--- config.mk ---
export PLATFORM = sky130hd
export DESIGN_NAME = depp_reg_ctrl_flat
export DESIGN_NICKNAME = d
export VERILOG_FILES = /design/src/rtl/depp_reg_ctrl_if.sv /design/src/rtl/depp_reg_ctrl.sv /design/src/flat_wrapper.sv
export SDC_FILE = /design/constraint.sdc
export NUM_CORES = 1
export LEC_CHECK = 0
export CAP_MARGIN = 10
export CORE_MARGIN = 4
export CORE_UTILIZATION = 50
export CTS_CLUSTER_SIZE = 28
export DETAILED_ROUTE_END_ITERATION = 8
export PLACE_DENSITY = 0.79
export SLEW_MARGIN = 20
export SYNTH_ARGS = -nofsm -noshare
export SYNTH_HDL_FRONTEND = slang
export SYNTH_SLANG_ARGS = --single-unit
export TNS_END_PERCENT = 100
--- constraint.sdc ---
create_clock -name i_clk_8mhz -period 3 [get_ports i_clk_8mhz]
set_clock_uncertainty 0.05 [all_clocks]
set_input_delay 0.75 -clock i_clk_8mhz [delete_from_list [all_inputs] [get_ports i_clk_8mhz]]
set_output_delay 0.75 -clock i_clk_8mhz [all_outputs]
set_load 0.1 [all_outputs]
--- src/rtl/depp_reg_ctrl_if.sv ---
// Internal single-master register bus shared by the DEPP controller and the
// register decode / peripheral blocks.
interface depp_reg_ctrl_if;
  logic [7:0] o_bus_addr;
  logic [7:0] o_bus_wdata;
  logic       o_bus_we;
  logic       o_bus_req;
  logic       i_bus_ack;
  logic [7:0] i_bus_rdata;
  logic       o_bus_err;

  modport master (
    output o_bus_addr,
    output o_bus_wdata,
    output o_bus_we,
    output o_bus_req,
    output o_bus_err,
    input  i_bus_ack,
    input  i_bus_rdata
  );

  modport slave (
    input  o_bus_addr,
    input  o_bus_wdata,
    input  o_bus_we,
    input  o_bus_req,
    input  o_bus_err,
    output i_bus_ack,
    output i_bus_rdata
  );
endinterface

--- src/rtl/depp_reg_ctrl.sv ---
// DEPP slave controller: turns host EPP address/data strobes into req/ack
// transfers on the internal register bus, stretching wait until completion.
module depp_reg_ctrl #(
  parameter int         SYNC_STAGES = 2,
  parameter int         TIMEOUT     = 255,
  parameter int         AUTO_INC    = 1,
  parameter logic [7:0] ERR_DATA    = 8'hEE
) (
  input  logic           i_clk_8mhz,
  input  logic           i_rst,
  input  logic           i_depp_astb_n,
  input  logic           i_depp_dstb_n,
  input  logic           i_depp_write_n,
  input  logic [7:0]     i_depp_data,
  output logic [7:0]     o_depp_data,
  output logic           o_depp_data_oe,
  output logic           o_depp_wait,
  depp_reg_ctrl_if.master bus
);

  typedef enum logic [1:0] {
    IDLE,
    ADDR,
    BUS_REQ,
    HOLD
  } state_t;

  localparam logic [7:0] TimeoutLast = 8'(TIMEOUT - 1);

  logic [SYNC_STAGES-1:0] astbSync_q;
  logic [SYNC_STAGES-1:0] dstbSync_q;
  logic [SYNC_STAGES-1:0] writeSync_q;

  state_t     state_q,  state_d;
  logic [7:0] addr_q,   addr_d;
  logic [7:0] wdata_q,  wdata_d;
  logic       we_q,     we_d;
  logic       req_q,    req_d;
  logic       err_q,    err_d;
  logic [7:0] cnt_q,    cnt_d;
  logic       armed_q,  armed_d;
  logic [7:0] rdData_q, rdData_d;
  logic       oe_q,     oe_d;
  logic       wait_q,   wait_d;

  logic astbLow;
  logic dstbLow;
  logic bothHigh;
  logic hostWrite;
  logic reqDone;

  // Synchronisers reset to the asserted (low) level so a strobe held low
  // across reset can never look like a fresh edge afterwards.
  always_ff @(posedge i_clk_8mhz or posedge i_rst) begin
    if (i_rst) begin
      astbSync_q  <= '0;
      dstbSync_q  <= '0;
      writeSync_q <= '0;
    end else begin
      astbSync_q  <= {astbSync_q[SYNC_STAGES-2:0],  i_depp_astb_n};
      dstbSync_q  <= {dstbSync_q[SYNC_STAGES-2:0],  i_depp_dstb_n};
      writeSync_q <= {writeSync_q[SYNC_STAGES-2:0], i_depp_write_n};
    end
  end

  assign astbLow   = ~astbSync_q[SYNC_STAGES-1];
  assign dstbLow   = ~dstbSync_q[SYNC_STAGES-1];
  assign bothHigh  = ~astbLow & ~dstbLow;
  assign hostWrite = ~writeSync_q[SYNC_STAGES-1];
  assign reqDone   = bus.i_bus_ack || (cnt_q == TimeoutLast);

  always_ff @(posedge i_clk_8mhz or posedge i_rst) begin
    if (i_rst) begin
      state_q  <= IDLE;
      addr_q   <= '0;
      wdata_q  <= '0;
      we_q     <= 1'b0;
      req_q    <= 1'b0;
      err_q    <= 1'b0;
      cnt_q    <= '0;
      armed_q  <= 1'b0;
      rdData_q <= '0;
      oe_q     <= 1'b0;
      wait_q   <= 1'b0;
    end else begin
      state_q  <= state_d;
      addr_q   <= addr_d;
      wdata_q  <= wdata_d;
      we_q     <= we_d;
      req_q    <= req_d;
      err_q    <= err_d;
      cnt_q    <= cnt_d;
      armed_q  <= armed_d;
      rdData_q <= rdData_d;
      oe_q     <= oe_d;
      wait_q   <= wait_d;
    end
  end

  always_comb begin
    state_d  = state_q;
    addr_d   = addr_q;
    wdata_d  = wdata_q;
    we_d     = we_q;
    req_d    = req_q;
    err_d    = err_q;
    cnt_d    = cnt_q;
    armed_d  = armed_q;
    rdData_d = rdData_q;
    oe_d     = oe_q;
    wait_d   = wait_q;

    if (bothHigh) armed_d = 1'b1;

    case (state_q)
      IDLE: begin
        if (armed_q && astbLow) begin
          state_d = ADDR;
          armed_d = 1'b0;
        end else if (armed_q && dstbLow) begin
          state_d = BUS_REQ;
          armed_d = 1'b0;
          req_d   = 1'b1;
          cnt_d   = '0;
          we_d    = hostWrite;
          if (hostWrite) wdata_d = i_depp_data;
        end
      end

      ADDR: begin
        if (hostWrite) begin
          addr_d = i_depp_data;
          err_d  = 1'b0;
        end else begin
          rdData_d = addr_q;
          oe_d     = 1'b1;
        end
        wait_d  = 1'b1;
        state_d = HOLD;
      end

      BUS_REQ: begin
        if (reqDone) begin
          if (!bus.i_bus_ack) err_d = 1'b1;
          if (!we_q) begin
            rdData_d = bus.i_bus_ack ? bus.i_bus_rdata : ERR_DATA;
            oe_d     = 1'b1;
          end
          if (AUTO_INC != 0) addr_d = addr_q + 8'd1;
          req_d   = 1'b0;
          wait_d  = 1'b1;
          cnt_d   = '0;
          state_d = HOLD;
        end else begin
          cnt_d = cnt_q + 8'd1;
        end
      end

      HOLD: begin
        if (bothHigh) begin
          wait_d  = 1'b0;
          oe_d    = 1'b0;
          state_d = IDLE;
        end
      end

      default: state_d = IDLE;
    endcase
  end

  assign o_depp_data     = rdData_q;
  assign o_depp_data_oe  = oe_q;
  assign o_depp_wait     = wait_q;
  assign bus.o_bus_addr  = addr_q;
  assign bus.o_bus_wdata = wdata_q;
  assign bus.o_bus_we    = we_q;
  assign bus.o_bus_req   = req_q;
  assign bus.o_bus_err   = err_q;

endmodule

--- src/flat_wrapper.sv ---
// flat-port wrapper written by rule: the top's interface ports become plain ports
module depp_reg_ctrl_flat 
#(
  parameter int         SYNC_STAGES = 2,
  parameter int         TIMEOUT     = 255,
  parameter int         AUTO_INC    = 1,
  parameter logic [7:0] ERR_DATA    = 8'hEE
)
  (i_clk_8mhz, i_rst, i_depp_astb_n, i_depp_dstb_n, i_depp_write_n, i_depp_data, o_depp_data, o_depp_data_oe, o_depp_wait, bus_o_bus_addr, bus_o_bus_wdata, bus_o_bus_we, bus_o_bus_req, bus_o_bus_err, bus_i_bus_ack, bus_i_bus_rdata);
  depp_reg_ctrl_if bus_i ();
  input  logic i_clk_8mhz;
  input  logic i_rst;
  input  logic i_depp_astb_n;
  input  logic i_depp_dstb_n;
  input  logic i_depp_write_n;
  input  logic [7:0] i_depp_data;
  output logic [7:0] o_depp_data;
  output logic o_depp_data_oe;
  output logic o_depp_wait;
  output wire logic [$bits(bus_i.o_bus_addr)-1:0] bus_o_bus_addr;
  output wire logic [$bits(bus_i.o_bus_wdata)-1:0] bus_o_bus_wdata;
  output wire logic [$bits(bus_i.o_bus_we)-1:0] bus_o_bus_we;
  output wire logic [$bits(bus_i.o_bus_req)-1:0] bus_o_bus_req;
  output wire logic [$bits(bus_i.o_bus_err)-1:0] bus_o_bus_err;
  input wire logic [$bits(bus_i.i_bus_ack)-1:0] bus_i_bus_ack;
  input wire logic [$bits(bus_i.i_bus_rdata)-1:0] bus_i_bus_rdata;
  assign bus_o_bus_addr = bus_i.o_bus_addr;
  assign bus_o_bus_wdata = bus_i.o_bus_wdata;
  assign bus_o_bus_we = bus_i.o_bus_we;
  assign bus_o_bus_req = bus_i.o_bus_req;
  assign bus_o_bus_err = bus_i.o_bus_err;
  assign bus_i.i_bus_ack = bus_i_bus_ack;
  assign bus_i.i_bus_rdata = bus_i_bus_rdata;
  depp_reg_ctrl #(.SYNC_STAGES(SYNC_STAGES), .TIMEOUT(TIMEOUT), .AUTO_INC(AUTO_INC), .ERR_DATA(ERR_DATA)) u_core (.i_clk_8mhz(i_clk_8mhz), .i_rst(i_rst), .i_depp_astb_n(i_depp_astb_n), .i_depp_dstb_n(i_depp_dstb_n), .i_depp_write_n(i_depp_write_n), .i_depp_data(i_depp_data), .o_depp_data(o_depp_data), .o_depp_data_oe(o_depp_data_oe), .o_depp_wait(o_depp_wait), .bus(bus_i));
endmodule
---- Yosys cells after proc, flatten, opt, wreduce, memory -nomap -nowiden ----
Index checks and enable logic that the tools add are counted.
cells by class
  add/subtract/negate cells ............... 2
  reductions and logical operators ........ 17
  muxes and demuxes ....................... 36
  equal/unequal tests ..................... 13
  bitwise operators ....................... 5
operators with widths
  cell                                                                      count
  8-bit two-way mux                                                         9
  8-bit case mux with 2 select lines                                        3
  8-bit by 1-bit adder with 8-bit output (second input constant)            2
  4-bit AND reduction                                                       4
  1-bit two-way mux                                                         15
  3-bit AND reduction                                                       5
  8-bit == test (second input constant)                                     1
  2-bit two-way mux                                                         4
  2-bit by 1-bit inequality test with 1-bit output (second input constant)  4
  2-bit inequality test (second input constant)                             4
  2-bit case mux with 4 select lines                                        1
  1-bit case mux with 3 select lines                                        2
  5-bit AND reduction                                                       1
  2-bit == test (second input constant)                                     2
  1-bit NOT                                                                 4
  1-bit case mux with 2 select lines                                        2
  2-bit nonzero test                                                        2
  3-bit by 1-bit inequality test with 1-bit output (second input constant)  1
  3-bit nonzero test                                                        1
  2-bit by 1-bit == test with 1-bit output (second input constant)          1
  1-bit logical AND                                                         2
  2-bit zero test                                                           1
  1-bit bitwise AND                                                         1
  1-bit logical OR                                                          1
word-level totals
  logic and storage cells ................. 87
  bits in registers ....................... 46
  input bits .............................. 22
  output and inout port bits .............. 29

---- Longest topological paths before layout ----
Gate-level depths: netlist of the first run.
  depth in word-level cells ............... 5
  depth in mapped cells ................... 7
  depth with buffers taken out ............ 6

---- Worst setup path after synthesis of the first run ----
No wires, ideal clock.
  kind .................................... register to register
  start ................................... register u_core.addr_q[0] (netlist: u_core.bus.o_bus_addr[0])
  end ..................................... register u_core.addr_q[6] (netlist: u_core.bus.o_bus_addr[6])
  path buffers ............................ 0
  path slack .............................. 0.826 ns
  data required time ...................... 2.824 ns
  stages on the path, launching flop included .. 6
  library setup time ...................... 0.126 ns
  period minus slack after synthesis ...... 2.174 ns
  data arrival time ....................... 1.998 ns
  cell sequence ........................... dfrtp_1 > ha_1 > nand3_1 > o21ai_0 > o41ai_1 > a221o_1
on the way
  cells in the longest elaborated chain, start to end .. 3
RTL lines
  element                                 line                  text
  start: declaration                      depp_reg_ctrl.sv:35   logic [7:0] addr_q, addr_d;
  start signal: assignment                depp_reg_ctrl.sv:87   addr_q <= addr_d;
  8-bit by 1-bit adder with 8-bit output  depp_reg_ctrl.sv:149  if (AUTO_INC != 0) addr_d = addr_q + 8'd1;
  8-bit two-way mux                       depp_reg_ctrl.sv:143  if (reqDone) begin
  8-bit case mux with 2 select lines      depp_reg_ctrl.sv:115  case (state_q)
Every way passes these cells. The select of a mux whose other input is x is not followed.
A chain may end at the register's enable or synchronous reset.

---- Worst setup path in the final report of the first run ----
  start ................................... register u_core.state_q[0]
  end ..................................... register u_core.req_q (netlist: u_core.bus.o_bus_req)
on the way
  cells in the longest elaborated chain, start to end .. 3
  elaborated cells between the ends (all ways) .. 8
  classes of those cells .................. eq/ne (4); mux (1); reduce/logical (3)
RTL lines
  element                                                                                   line                  text
  start: declaration                                                                        depp_reg_ctrl.sv:34   state_t state_q, state_d;
  start signal: assignment                                                                  depp_reg_ctrl.sv:86   state_q <= state_d;
  2-bit == test or 2-bit zero test (tied branches)                                          depp_reg_ctrl.sv:115
  2-bit by 1-bit inequality test with 1-bit output (no line), or another cell as far along  n/a
  4-bit AND reduction (no line)                                                             n/a
  end signal: assignment                                                                    depp_reg_ctrl.sv:90   req_q <= req_d;
  end: declaration                                                                          depp_reg_ctrl.sv:38   logic req_q, req_d;
Several ways; a longest one is shown, not always the timed one.

==> impl_metrics.tcl, run 1 <==
set metrics [dict create \
    outcome "finished clean" \
    grt_pass1_wl_mm 8.00 \
    nets 301 \
    start_kind "flip-flop" \
    drc_errors 0 \
    fp-row-count 24 \
    slew_headroom_pct 62.2 \
    rsz0062_at_grt "false" \
    path_max_fanout 10 \
    final.period_utilization_pct 78.1 \
    wl_per_cell_um 15.3 \
    timing.rr.start "u_core.state_q[0]$_DFFE_PP0P_" \
    worstSetupPathType "reg -> reg" \
    worstSetupEndpointType "flip-flop" \
    dp.cells 317 \
    reg2reg_setup_slack_ns 0.66 \
    cp_slowest_cell "nand4b_1" \
    ctsResizeCount 0 \
    maxCapViolCount 0 \
    ys_warn_count 0 \
    cts_buffers 5 \
    vias 1820 \
    place_congestion 0.853 \
    core_mm2 0.00438 \
    post-cts-setup-buffer-count 0 \
    dp_hpwl_mm 3.72 \
    critPathLaunch "u_core.state_q[0]$_DFFE_PP0P_" \
    drive_gt1_share_pct 20.9 \
    die-area_mm2 0.00567 \
    report.final.setup_viol 0 \
    syn-instance-count 216 \
    ant_nets 0 \
    routed_wl_mm 4.97 \
    ctsLongestPathBuffers 2 \
    slew_violations 0 \
    synth_area_mm2 0.00226 \
    required_ns 3.10 \
    clock_latency_ns 0.28 \
    root_buffer "clkbuf_8" \
    area_growth_pct 26.9 \
    synth_area_leader_cell "dfrtp_1" \
    fin_setup_tns_ns 0 \
    cts_tree "yes" \
    final_cell_mix "46 x dfrtp_1, 33 x buf_4, 21 x clkdlybuf4s50_1, 17 x nand2_1, 17 x nor2_1" \
    seq_area_frac_synth_pct 50.8 \
    final_common_cell "dfrtp_1" \
    crit_chain "inv_1, ha_1, nand4b_1, and2_1, nor2_1, o22ai_1" \
    cts_max_level 2 \
    min_from "u_core.dstbSync_q[0]$_DFF_PP0_" \
    die_h_um 75.3 \
    synthTopCellsByArea "dfrtp_1 51%, mux2_2 6.0%, ha_1 3.9%" \
    clk_pin_slew_ns 0.08 \
    initialDrtViolationCount 85 \
    grt_usage_pct 18.2 \
    path_buf_inv 1 \
    synthDistinctLibCells 43 \
    portBuffers 50 \
    fin_crit_ns 2.34 \
    diodes 0 \
    max_stage_delay_ns 0.43 \
    hold_class "reg -> reg" \
    hold_buffers 0 \
    fmax_mhz 427 \
    worstMarginPinSlew_ns 0.567 \
    vias_per_cell 5.60 \
    synth_top_area_share_pct 50.8 \
    start_util_pct 51.7 \
    final_core_util_pct 65.5 \
    crit_arrival_ns 2.44 \
    dr.pass1.iters 4 \
    final-hold-violation-count 0 \
    stdcell_count 325 \
    grt_overflow 0 \
    cts.sink_count 46 \
    crit_family "simple AND/OR/NAND/NOR gates" \
    grt_max_degree 47 \
    synth_seq_cells 46 \
    antenna_found_initial 0 \
    avgSynthCellArea_um2 10.5 \
    ios 51 \
    grt_pass1_vias 1666 \
    die_x_um 75.3 \
    synthesis.nets 245 \
]
-- stage by stage --
step                      hold slack [ns]  instance area, um^2  setup WS, ns
after global placement              0.282                 2770         0.569
after detailed placement            0.290                 2770         0.520
final                               0.309                 2870         0.658
after floorplan                     0.281                 2260         0.826
after global routing                0.322                 2870         0.396
after CTS                           0.313                 2870         0.658
-- routing by layer --
metal  vias to the layer above  share of wire, %  GRT usage, %  routed length [um]
li1                        893                 -             -                   -
met3                         2               6.6          3.83                 330
met5                         -                 0             0                   0
met2                        52                48          28.0                2400
met1                       873                45          26.9                2230
met4                         0              0.44          3.50                  22
-- final cells by class --
cell class | instances | area, um^2
sequential | 46 | 1150
fill | 344 | 1510
multi-input combinational | 148 | 1030
clock inverter | 1 | 30.0
timing repair buffer | 54 | 458
inverter | 17 | 63.8
tap | 52 | 65.1
clock buffer | 7 | 76.3
-- synthesized netlist by cell type, drive strengths merged --
cell	number
o211ai	1
a211o	1
xnor2	6
o31ai	5
a32o	1
dfrtp	46
mux2	12
mux2i	7
o21ai	9
nand2b	2
nor3b	1
a21boi	1
clkbuf	3
a211oi	5
nor4	1
and3	1
nor2	18
inv	17
a31oi	3
or3b	2
a32oi	1
a21oi	8
o41ai	1
nor2b	3
ha	7
a21o	2
o32ai	1
nand2	17
nand4b	2
and2	3
o22ai	8
nor3	2
nand3	9
o21a	1
buf	2
a2bb2oi	1
nand4	3
a221oi	1
a221o	2
-- cell families after synthesis --
kind of cell | synth area share (%)
adder cells (fa/ha/maj) | 3.87
multiplexers | 9.06
flip-flops | 50.8
XOR/XNOR | 2.32
AND/OR/NAND/NOR | 14.6
buffers and inverters | 3.76
AO/OA/AOI/OAI | 15.6
-- worst register-to-register path: stages, from the launching register on --
cell      delay [ns]
dfrtp_1         0.42
inv_1           0.10
ha_1            0.33
nand4b_1        0.43
and2_1          0.37
nor2_1          0.37
o22ai_1         0.15
-- worst paths after layout --
check | end | depth (start not counted)
setup / recovery | u_core.bus.o_bus_req$_DFFE_PP0P_ | 6
hold / removal | u_core.dstbSync_q[1]$_DFF_PP0_ | 0
setup reg to reg | u_core.bus.o_bus_req$_DFFE_PP0P_ | 6
hold reg to reg | u_core.dstbSync_q[1]$_DFF_PP0_ | 0
max in group asynchronous | u_core.o_depp_data[5]$_DFFE_PP0P_ | 3
min in group asynchronous | u_core.bus.o_bus_wdata[4]$_DFFE_PP0P_ | 3
-- registers in the layout, summed over array words and instances (netlist names) --
register                count
u_core.bus.o_bus_addr       8
u_core.dstbSync_q           2
u_core.bus.o_bus_we         1
u_core.o_depp_data_oe       1
u_core.bus.o_bus_err        1
u_core.bus.o_bus_req        1
u_core.armed_q              1
u_core.astbSync_q           2
u_core.o_depp_data          8
u_core.cnt_q                8
u_core.writeSync_q          2
u_core.bus.o_bus_wdata      8
u_core.state_q              2
u_core.o_depp_wait          1
Power of run 1 is left out: the tool's default activity adds up to more than one toggle a clock period on the data nets, which glitch-free logic cannot reach.
==> run 2, diff against run 1 <==
clock period = 2.4 ns   (was 3 ns; I/O delays follow)
==> impl_metrics.tcl, run 2 (synthesized netlist as in run 1, its figures left out) <==
set metrics [dict create \
    clock_latency_ns 0.30 \
    outcome "finished clean" \
    hold_buffers 0 \
    hold_class "reg -> reg" \
    fin_setup_tns_ns 0 \
    portBuffers 50 \
    ctsLongestPathBuffers 2 \
    cp_slowest_cell "dfrtp_1" \
    dp_hpwl_mm 3.90 \
    clk_pin_slew_ns 0.08 \
    worstSetupPathType "reg -> reg" \
    fillers 360 \
    area_growth_pct 29.8 \
    wl_per_cell_um 15.7 \
    routed_wl_mm 5.20 \
    fin_crit_ns 2.04 \
    root_buffer "clkbuf_8" \
    grt_pass1_wl_mm 8.56 \
    grt_max_degree 31 \
    slew_headroom_pct 56.2 \
    worstMarginPinSlew_ns 0.653 \
    final-hold-violation-count 0 \
    die-area_mm2 0.00567 \
    ios 51 \
    required_ns 2.54 \
    initialDrtViolationCount 79 \
    max_stage_delay_ns 0.43 \
    ant_nets 0 \
    fmax_mhz 491 \
    cts.sink_count 46 \
    ctsResizeCount 0 \
    worstSetupEndpointType "flip-flop" \
    place_congestion 0.861 \
    vias_per_cell 5.58 \
    cts_tree "yes" \
    grt_overflow 0 \
    final.period_utilization_pct 84.8 \
    core_mm2 0.00438 \
    die_h_um 75.3 \
    cts_max_level 2 \
    slew_violations 0 \
    cts_buffers 5 \
    die_x_um 75.3 \
    crit_chain "inv_1, ha_1, nor2b_1, o21a_1, buf_4, o31ai_1, a221o_1" \
    crit_family "compound AO/OA/AOI/OAI gates" \
    final_common_cell "dfrtp_1" \
    diodes 0 \
    drive_gt1_share_pct 23.6 \
    dr.pass1.iters 4 \
    final_cell_mix "46 x dfrtp_1, 39 x buf_4, 21 x clkdlybuf4s50_1, 17 x nand2_1, 17 x nor2_1" \
    grt_pass1_vias 1803 \
    start_kind "flip-flop" \
    start_util_pct 51.7 \
    post-cts-setup-buffer-count 0 \
    antenna_found_initial 0 \
    path_buf_inv 2 \
    rsz0062_at_grt "false" \
    report.final.setup_viol 0 \
    vias 1854 \
    drc_errors 0 \
    crit_arrival_ns 2.17 \
    nets 308 \
    grt_usage_pct 19.9 \
    path_max_fanout 7 \
    maxCapViolCount 0 \
    fp-row-count 24 \
]
## run 2: path summary, 6_finish.rpt
| check | end | slack [ns] | startpoint | cells after the start |
|---|---|---|---|---|
| worst max-delay path | u_core.bus.o_bus_addr[5]$_DFFE_PP0P_ | 0.36 | u_core.state_q[0]$_DFFE_PP0P_ | 7 |
| worst min-delay path | u_core.astbSync_q[1]$_DFF_PP0_ | 0.31 | u_core.astbSync_q[0]$_DFF_PP0_ | 0 |
| worst max register to register | u_core.bus.o_bus_addr[5]$_DFFE_PP0P_ | 0.36 | u_core.state_q[0]$_DFFE_PP0P_ | 7 |
| worst min register to register | u_core.astbSync_q[1]$_DFF_PP0_ | 0.31 | u_core.astbSync_q[0]$_DFF_PP0_ | 0 |
| max in group asynchronous | u_core.bus.o_bus_addr[5]$_DFFE_PP0P_ | 1.23 | i_rst | 3 |
| min in group asynchronous | u_core.writeSync_q[0]$_DFF_PP0_ | 0.55 | i_rst | 2 |
## run 2: per-layer routing
metal / routed length (um) / up-vias / GRT usage [%]
met5: 0 / - / 0
met4: 76 / 0 / 6.99
met3: 306 / 6 / 4.49
met2: 2480 / 50 / 31.0
met1: 2330 / 896 / 27.3
li1: - / 902 / -
## run 2: area by class of cell
cell class	instances	area [um^2]	area share (%)
Sequential cell	46	1150	39.1
Clock buffer	5	68.8	2.34
Clock inverter	3	40.0	1.36
Multi-Input combinational cell	148	1030	35.0
Timing Repair Buffer	61	523	17.8
Inverter	17	63.8	2.17
Tap cell	52	65.1	2.21
## run 2: through the flow
stage / std cells / worst slack [ns] / util (%) / cell area (um^2) / hold WS (ns)
5_1_grt: 332 / 0.227 / 67.1 / 2940 / 0.319
3_5_place_dp: 324 / 0.110 / 64.6 / 2830 / 0.296
6_report: 332 / 0.364 / 67.1 / 2940 / 0.310
2_1_floorplan: 216 / 0.226 / - / 2260 / 0.281
3_3_place_gp: 324 / 0.135 / 64.6 / 2830 / 0.282
4_1_cts: 332 / 0.363 / 67.1 / 2940 / 0.316
Power of run 2 is left out for the same reason.
==> run 3, diff against run 2 <==
CORE_UTILIZATION = 45   (was 50)
PLACE_DENSITY = 0.76   (was 0.79)
clock period = 1.8 ns   (was 2.4 ns; I/O delays follow)
==> impl_metrics.tcl, run 3 (synthesized netlist as in run 1, its figures left out) <==
set metrics [dict create \
    path_max_fanout 4 \
    stdcell_count 385 \
    dp.cells 364 \
    start_util_pct 47.3 \
    core_mm2 0.00479 \
    reg2reg_setup_slack_ns -0.05 \
    grt_pass1_vias 2113 \
    outcome "finished, violations left" \
    timing.rr.start "u_core.cnt_q[0]$_DFFE_PP0P_" \
    final.period_utilization_pct 103 \
    fin_crit_ns 1.85 \
    hold_buffers 0 \
    ios 51 \
    fmax_mhz 540 \
    worstSetupPathType "reg -> reg" \
    ctsLongestPathBuffers 2 \
    cts_buffers 5 \
    required_ns 1.93 \
    hold_class "reg -> reg" \
    dr.pass1.iters 5 \
    place_congestion 0.888 \
    grt_usage_pct 20.6 \
    fillers 264 \
    vias_per_cell 5.56 \
    drc_errors 0 \
    grt_overflow 0 \
    initialDrtViolationCount 153 \
    final-hold-violation-count 0 \
    vias 2141 \
    violations "negative setup slack" \
    slew_violations 0 \
    slew_headroom_pct 61.1 \
    root_buffer "clkbuf_8" \
    cts_tree "yes" \
    clock_latency_ns 0.29 \
    cts_max_level 2 \
    final_cell_mix "38 x dfrtp_1, 37 x buf_4, 31 x buf_12, 20 x clkdlybuf4s50_1, 16 x nor2_1" \
    wl_per_cell_um 17.5 \
    drive_gt1_share_pct 43.4 \
    routed_wl_mm 6.75 \
    rsz0062_at_grt "true" \
    antenna_found_initial 0 \
    fp-row-count 25 \
    grt_pass1_wl_mm 10.1 \
    report.final.setup_viol 14 \
    crit_arrival_ns 1.99 \
    die_h_um 78.9 \
    dp_hpwl_mm 4.38 \
    diodes 0 \
    die_x_um 78.9 \
    final_common_cell "dfrtp_1" \
    cts.sink_count 46 \
    grt_max_degree 27 \
    rr_endpoint "u_core.o_depp_data[0]$_DFFE_PP0P_" \
    critPathLaunch "u_core.cnt_q[0]$_DFFE_PP0P_" \
    die-area_mm2 0.00623 \
    start_kind "flip-flop" \
    crit_end "u_core.o_depp_data[0]$_DFFE_PP0P_" \
    worstMarginPinSlew_ns 0.581 \
    clk_pin_slew_ns 0.08 \
    nets 346 \
    area_growth_pct 71.4 \
    whs_ns 0.305 \
    portBuffers 50 \
    setup_slack_ns -0.0534 \
    worstSetupEndpointType "flip-flop" \
    rr_worst_depth 7 \
    maxCapViolCount 0 \
    ant_nets 0 \
]
run 3: cell types whose count changed in the layout (fill, tap and decap cells not counted), sizes merged:
cell           change
buf               +37
clkbuf             +2
bufinv             -1
clkdlybuf4s50      -1
clkinv             -1
dlygate4sd2        +1
nor2               +1
run 3: routing by layer:
layer  wire, um  vias to the layer above  global-route usage (%)
li1           -                      980                       -
met1       2750                     1047                    27.3
met2       3490                       99                    33.9
met3        416                       15                    4.08
met4         91                        0                    6.70
met5          0                        -                       0
run 3: worst min-delay path by stage:
stage                               startpoint                         endpoint  slack, ns  cells past startpoint
4_1_cts         u_core.dstbSync_q[0]$_DFF_PP0_   u_core.dstbSync_q[1]$_DFF_PP0_       0.31                      0
6_report        u_core.dstbSync_q[0]$_DFF_PP0_   u_core.dstbSync_q[1]$_DFF_PP0_       0.30                      0
5_1_grt        u_core.writeSync_q[0]$_DFF_PP0_  u_core.writeSync_q[1]$_DFF_PP0_       0.33                      0
2_1_floorplan   u_core.astbSync_q[0]$_DFF_PP0_   u_core.astbSync_q[1]$_DFF_PP0_       0.28                      0
3_3_place_gp   u_core.writeSync_q[0]$_DFF_PP0_  u_core.writeSync_q[1]$_DFF_PP0_       0.28                      0
3_5_place_dp   u_core.writeSync_q[0]$_DFF_PP0_  u_core.writeSync_q[1]$_DFF_PP0_       0.29                      0
run 3: layout make-up:
class | count | area (um^2) | area share (%)
multi-input combinational | 149 | 1270 | 32.8
sequential | 46 | 1160 | 29.9
tap | 67 | 83.8 | 2.16
clock buffer | 7 | 86.3 | 2.22
inverter | 17 | 63.8 | 1.64
timing repair buffer | 98 | 1210 | 31.1
clock inverter | 1 | 5.00 | 0.129
run 3: stage by stage:
step / util (%) / area, um^2 / worst slack [ns] / setup TNS (ns)
after global placement: 71.8 / 3440 / -0.219 / -3.29
after global routing: 81.1 / 3880 / -0.164 / -1.99
after floorplan: - / 2290 / -0.0719 / -0.868
final: 81.1 / 3880 / -0.0534 / -0.471
after CTS: 76.3 / 3650 / -0.0367 / -0.104
after detailed placement: 71.8 / 3440 / -0.270 / -4.66
run 3: worst max-delay path, stage by stage (launching register included):
cell	delay (ns)
dfrtp_1	0.38
inv_1	0.07
ha_2	0.18
nand3_2	0.08
o21a_1	0.21
buf_6	0.13
nor3_4	0.30
mux2_4	0.33
run 3: repair_timing:
action                     in CTS  in global routing
resized for setup              24                 37
gates cloned                    1                  1
setup endpoints to repair      30                 36
setup buffers                   4                  7
pin swaps                       6                 16
Power of run 3 is left out for the same reason.
